## config.mk

```make
export PLATFORM = sky130hd
export DESIGN_NAME = irq_pend_8
export DESIGN_NICKNAME = d
export VERILOG_FILES = /design/src/rtl/irq_pend_8_pkg.sv /design/src/rtl/irq_pend_8_sync_edge.sv /design/src/rtl/irq_pend_8.sv
export SDC_FILE = /design/constraint.sdc
export NUM_CORES = 1
export LEC_CHECK = 0
export CAP_MARGIN = 20
export CORE_UTILIZATION = 40
export CTS_BUF_LIST = sky130_fd_sc_hd__clkbuf_4
export CTS_CLUSTER_DIAMETER = 100
export DETAILED_ROUTE_END_ITERATION = 7
export GPL_TIMING_DRIVEN = 0
export PLACE_DENSITY_LB_ADDON = 0.1
export REMOVE_ABC_BUFFERS = 1
export SKIP_LAST_GASP = 1
export SYNTH_ARGS = -nofsm -noshare
export SYNTH_HDL_FRONTEND = slang
export SYNTH_HIERARCHICAL = 1
export SYNTH_SLANG_ARGS = --single-unit
```

## constraint.sdc

```tcl
create_clock -name clk -period 5.19 [get_ports clk]
set_input_delay 1.2975 -clock clk [delete_from_list [all_inputs] [get_ports clk]]
set_output_delay 1.2975 -clock clk [all_outputs]
set_load 0.1 [all_outputs]
```

## src/rtl/irq_pend_8_pkg.sv

```systemverilog
// Shared constants for the 8-line pending-interrupt collector.
package irq_pend_8_pkg;
  localparam int unsigned NUM_LINES       = 8;
  localparam int unsigned IDX_W           = 3;
  localparam int unsigned SYNC_STAGES_DEF = 2;
endpackage

```

## src/rtl/irq_pend_8_sync_edge.sv

```systemverilog
// Single-bit synchronizer chain followed by a rising-edge detector.
module sync_edge
  import irq_pend_8_pkg::*;
#(
  parameter int unsigned SYNC_STAGES = SYNC_STAGES_DEF
) (
  input  logic clk,
  input  logic rst_n,
  input  logic req_i,
  output logic evt_o
);

  logic [SYNC_STAGES-1:0] sync_q;
  logic                   dly_q;

  // Delayed copy resets low so a line held high through reset gives one event.
  always_ff @(posedge clk or negedge rst_n) begin
    if (!rst_n) begin
      sync_q <= '0;
      dly_q  <= 1'b0;
    end else begin
      sync_q <= {sync_q[SYNC_STAGES-2:0], req_i};
      dly_q  <= sync_q[SYNC_STAGES-1];
    end
  end

  assign evt_o = sync_q[SYNC_STAGES-1] & ~dly_q;

endmodule

```

## src/rtl/irq_pend_8.sv

```systemverilog
// Captures rising edges on 8 async request lines as pending bits with ack and sticky overflow.
module irq_pend_8
  import irq_pend_8_pkg::*;
#(
  parameter int unsigned SYNC_STAGES = SYNC_STAGES_DEF
) (
  input  logic                 clk,
  input  logic                 rst_n,
  input  logic [NUM_LINES-1:0] req_i,
  input  logic [NUM_LINES-1:0] mask,
  input  logic                 ack,
  input  logic [IDX_W-1:0]     ack_idx,
  input  logic                 ovf_clr,
  output logic [NUM_LINES-1:0] pend,
  output logic                 irq,
  output logic [NUM_LINES-1:0] ovf
);

  logic [NUM_LINES-1:0] evt;
  logic [NUM_LINES-1:0] ack_vec;
  logic [NUM_LINES-1:0] pending_q, pending_d;
  logic [NUM_LINES-1:0] ovf_q, ovf_d;

  for (genvar i = 0; i < NUM_LINES; i++) begin : g_line
    sync_edge #(
      .SYNC_STAGES(SYNC_STAGES)
    ) u_sync_edge (
      .clk  (clk),
      .rst_n(rst_n),
      .req_i(req_i[i]),
      .evt_o(evt[i])
    );
  end

  // A new event beats a same-cycle ack; overflow only when pending and not acked.
  always_comb begin
    ack_vec = '0;
    if (ack) ack_vec[ack_idx] = 1'b1;
    pending_d = (pending_q & ~ack_vec) | evt;
    ovf_d     = (ovf_clr ? '0 : ovf_q) | (evt & pending_q & ~ack_vec);
  end

  always_ff @(posedge clk or negedge rst_n) begin
    if (!rst_n) begin
      pending_q <= '0;
      ovf_q     <= '0;
    end else begin
      pending_q <= pending_d;
      ovf_q     <= ovf_d;
    end
  end

  assign pend = pending_q & mask;
  assign irq  = |pend;
  assign ovf  = ovf_q;

endmodule

```

==> impl_metrics.json <==
{
  "maxCapViolCount": 0,
  "synth_simple_gate_area_share": 0.160,
  "fin_nets": 172,
  "grt_antenna_before_repair": 0,
  "drv_slew": 0,
  "worst_slew_pin_slew_ps": 973,
  "slew_headroom": 0.349,
  "die_h_um": 61.4,
  "setup-violations-final": 0,
  "number_of_synthesized_flops_with_an_enable_pin": 0,
  "yosys.area_share.xor_xnor": 0,
  "fp.dieArea_um2": 3770,
  "status": "completed",
  "io_buffers": 39,
  "cts-root-to-sink-buffers": 2,
  "yosys.cell_types.count": 16,
  "cts-buffers-inserted": 5,
  "detail_route.first_pass.iterations": 4,
  "detail_route.drc_violations": 0,
  "totalWireLength_um": 2530,
  "numClockSinks": 40,
  "worst_hold_slack_ps": 356,
  "cts_hold_buf": 0,
  "first_pass_grt_wire_length_um": 3830,
  "core_area_um2": 3360,
  "worst_ep_required_ps": 3890,
  "ws_path_type": "input port to primary output",
  "place_hpwl_um": 1820,
  "final_hold_viol_count": 0,
  "achievable-frequency_mhz": 196,
  "clock_tree.htree_level_count": 2,
  "complex_gate_fraction_of_the_synthesized_area": 0.0807,
  "critPathArrivalTime_ps": 3800,
  "gpl.final_weighted_congestion": 0.757,
  "timing.critical_path.from_type": "input port",
  "end_kind": "primary output",
  "clock_latency_ps": 350,
  "width_of_the_die_um": 61.4,
  "post_cts_resize_count": 0,
  "synth_flop_cell": "dfrtp_1",
  "drive_above_1_share": 0.120,
  "gr-total-overflow": 0,
  "num_io_pins": 40,
  "irDropWorstVdd_mv": 0.135,
  "cts_setup_buffers": 0,
  "r2r_setup_slack_ps": 4360,
  "grt_usage": 0.155,
  "n_antenna_cell": 0,
  "netlist_area_um2": 1410,
  "critical_path_peak_fanout": 2,
  "synth_top_family_by_area": "simple AND/OR/NAND/NOR gates",
  "synth_sequential_area_ratio": 0.709,
  "postSynthAreaPerCell_um2": 13.6,
  "ys_warn_count": 6,
  "hold_path_class": "flip-flop to flip-flop",
  "viasPerCell": 4.62,
  "first_iter_violations": 35,
  "antenna_left": 0,
  "route.vias.total": 905,
  "ys_seq_elements": 40,
  "final.period_utilization": 0.982,
  "asr_flop_ratio_synth": 1.00,
  "final.setup.tns_ps": 0,
  "clk_root_buffer_cell": "clkbuf_4",
  "rsz0062_at_grt": "false",
  "total_leakage_power_nw": 0.835,
  "final.min_clock_period_ps": 5100,
  "placementRows": 21,
  "areaGrowthSynthToFinish_pct": 34.8,
  "grt_max_degree": 41,
  "post_synth_fa_ha_maj_area_fraction": 0,
  "cts.clk_slew.worst_paths_ps": 110,
  "first_global_vias": 839,
  "cts_tree": "built",
  "post_synth_inst_count": 104,
  "power_density_over_the_cells_nw_per_um2": 350,
  "drt-wirelength-per-cell_um": 12.9,
  "worst_clock_skew_ps": 8.43,
  "muxShareOfSynthArea": 0,
  "effective_utilization_at_floorplan": 0.420
}
==> state kept, by name, indices dropped and copies added, names as in the netlist <==
signal,flops
g_line.u_sync_edge/sync_q,16
g_line.u_sync_edge/dly_q,8
ovf,8
pending_q,8
==> metal layers <==
metal | vias to the layer above | share of wire | GRT usage
met5 | - | 0 | 0
met2 | 39 | 0.46 | 0.247
met4 | 0 | 0.029 | 0.114
li1 | 430 | - | -
met1 | 428 | 0.44 | 0.177
met3 | 8 | 0.076 | 0.0483
==> final timing paths <==
check / from / cells after the start / endpoint
max: mask[2] / 5 / irq
min: g_line[1].u_sync_edge/sync_q[0]$_DFF_PN0_ / 0 / g_line[1].u_sync_edge/sync_q[1]$_DFF_PN0_
max reg2reg: pending_q[6]$_DFF_PN0_ / 2 / ovf[6]$_DFF_PN0_
min reg2reg: g_line[1].u_sync_edge/sync_q[0]$_DFF_PN0_ / 0 / g_line[1].u_sync_edge/sync_q[1]$_DFF_PN0_
max in group asynchronous: rst_n / 1 / g_line[3].u_sync_edge/sync_q[0]$_DFF_PN0_
min in group asynchronous: rst_n / 1 / g_line[7].u_sync_edge/sync_q[1]$_DFF_PN0_
==> kinds of logic (layout without fill, tap and decap cells) <==
family | Yosys count | count (layout)
flip-flops | 40 | 40
buffers and inverters | 19 | 65
AO/OA/AOI/OAI | 16 | 16
AND/OR/NAND/NOR | 29 | 29
==> worst max-delay path: stages <==
cell             delay (ps)
clkdlybuf4s50_1         400
and2_4                  150
or4_1                   490
or4_1                   470
clkdlybuf4s50_1         980
==> power by group <==
part	leakage, nW	switching (mW)	internal, mW
clock network	0.0324	0.0960	0.0497
registers	0.457	0.0122	0.333
logic	0.345	0.124	0.0516
total	0.835	0.232	0.435
==> metrics by stage <==
| step | utilization | setup slack [ps] | instance area [um^2] | power (mW) | cells |
|---|---|---|---|---|---|
| after floorplan | - | 580 | 1410 | 0.471 | 103 |
| after global placement | 0.552 | 103 | 1860 | 0.526 | 188 |
| after detailed placement | 0.550 | 80.6 | 1850 | 0.528 | 188 |
| after CTS | 0.565 | 81.2 | 1900 | 0.675 | 196 |
| after global routing | 0.565 | 30.0 | 1900 | 0.701 | 196 |
| final | 0.565 | 94.4 | 1900 | 0.666 | 196 |
==> layout make-up <==
| type | count | area, um^2 |
|---|---|---|
| clock buffers | 5 | 37.5 |
| clock inverters | 3 | 13.8 |
| fillers | 300 | 1460 |
| flip-flops and latches | 40 | 1000 |
| multi-input cells | 45 | 339 |
| repair buffers | 39 | 385 |
| well taps | 46 | 57.6 |
| inverters | 18 | 67.6 |
==> layout by cell type, fill, tap and decap left out, drive strengths merged <==
cell type	count
clkinv	3
clkbuf	5
nand3	1
o41ai	4
nor2b	8
or4	2
inv	18
dfrtp	40
and2	8
a21o	1
nand4	1
nand2	8
o21ai	1
buf	1
clkdlybuf4s50	38
or2	1
o22ai	7
o31ai	3
==> cell usage after synthesis (2+ instances only) <==
cell     instances  area share
nor2b_4          8       0.078
or4_1            2       0.011
and2_1           7       0.031
o31ai_1          3       0.016
dfrtp_1         40        0.71
o22ai_1          7       0.031
inv_1           18       0.048
nand2_1          8       0.021
o41ai_1          4       0.025
Note: power is estimated with default switching activity, not from simulation.
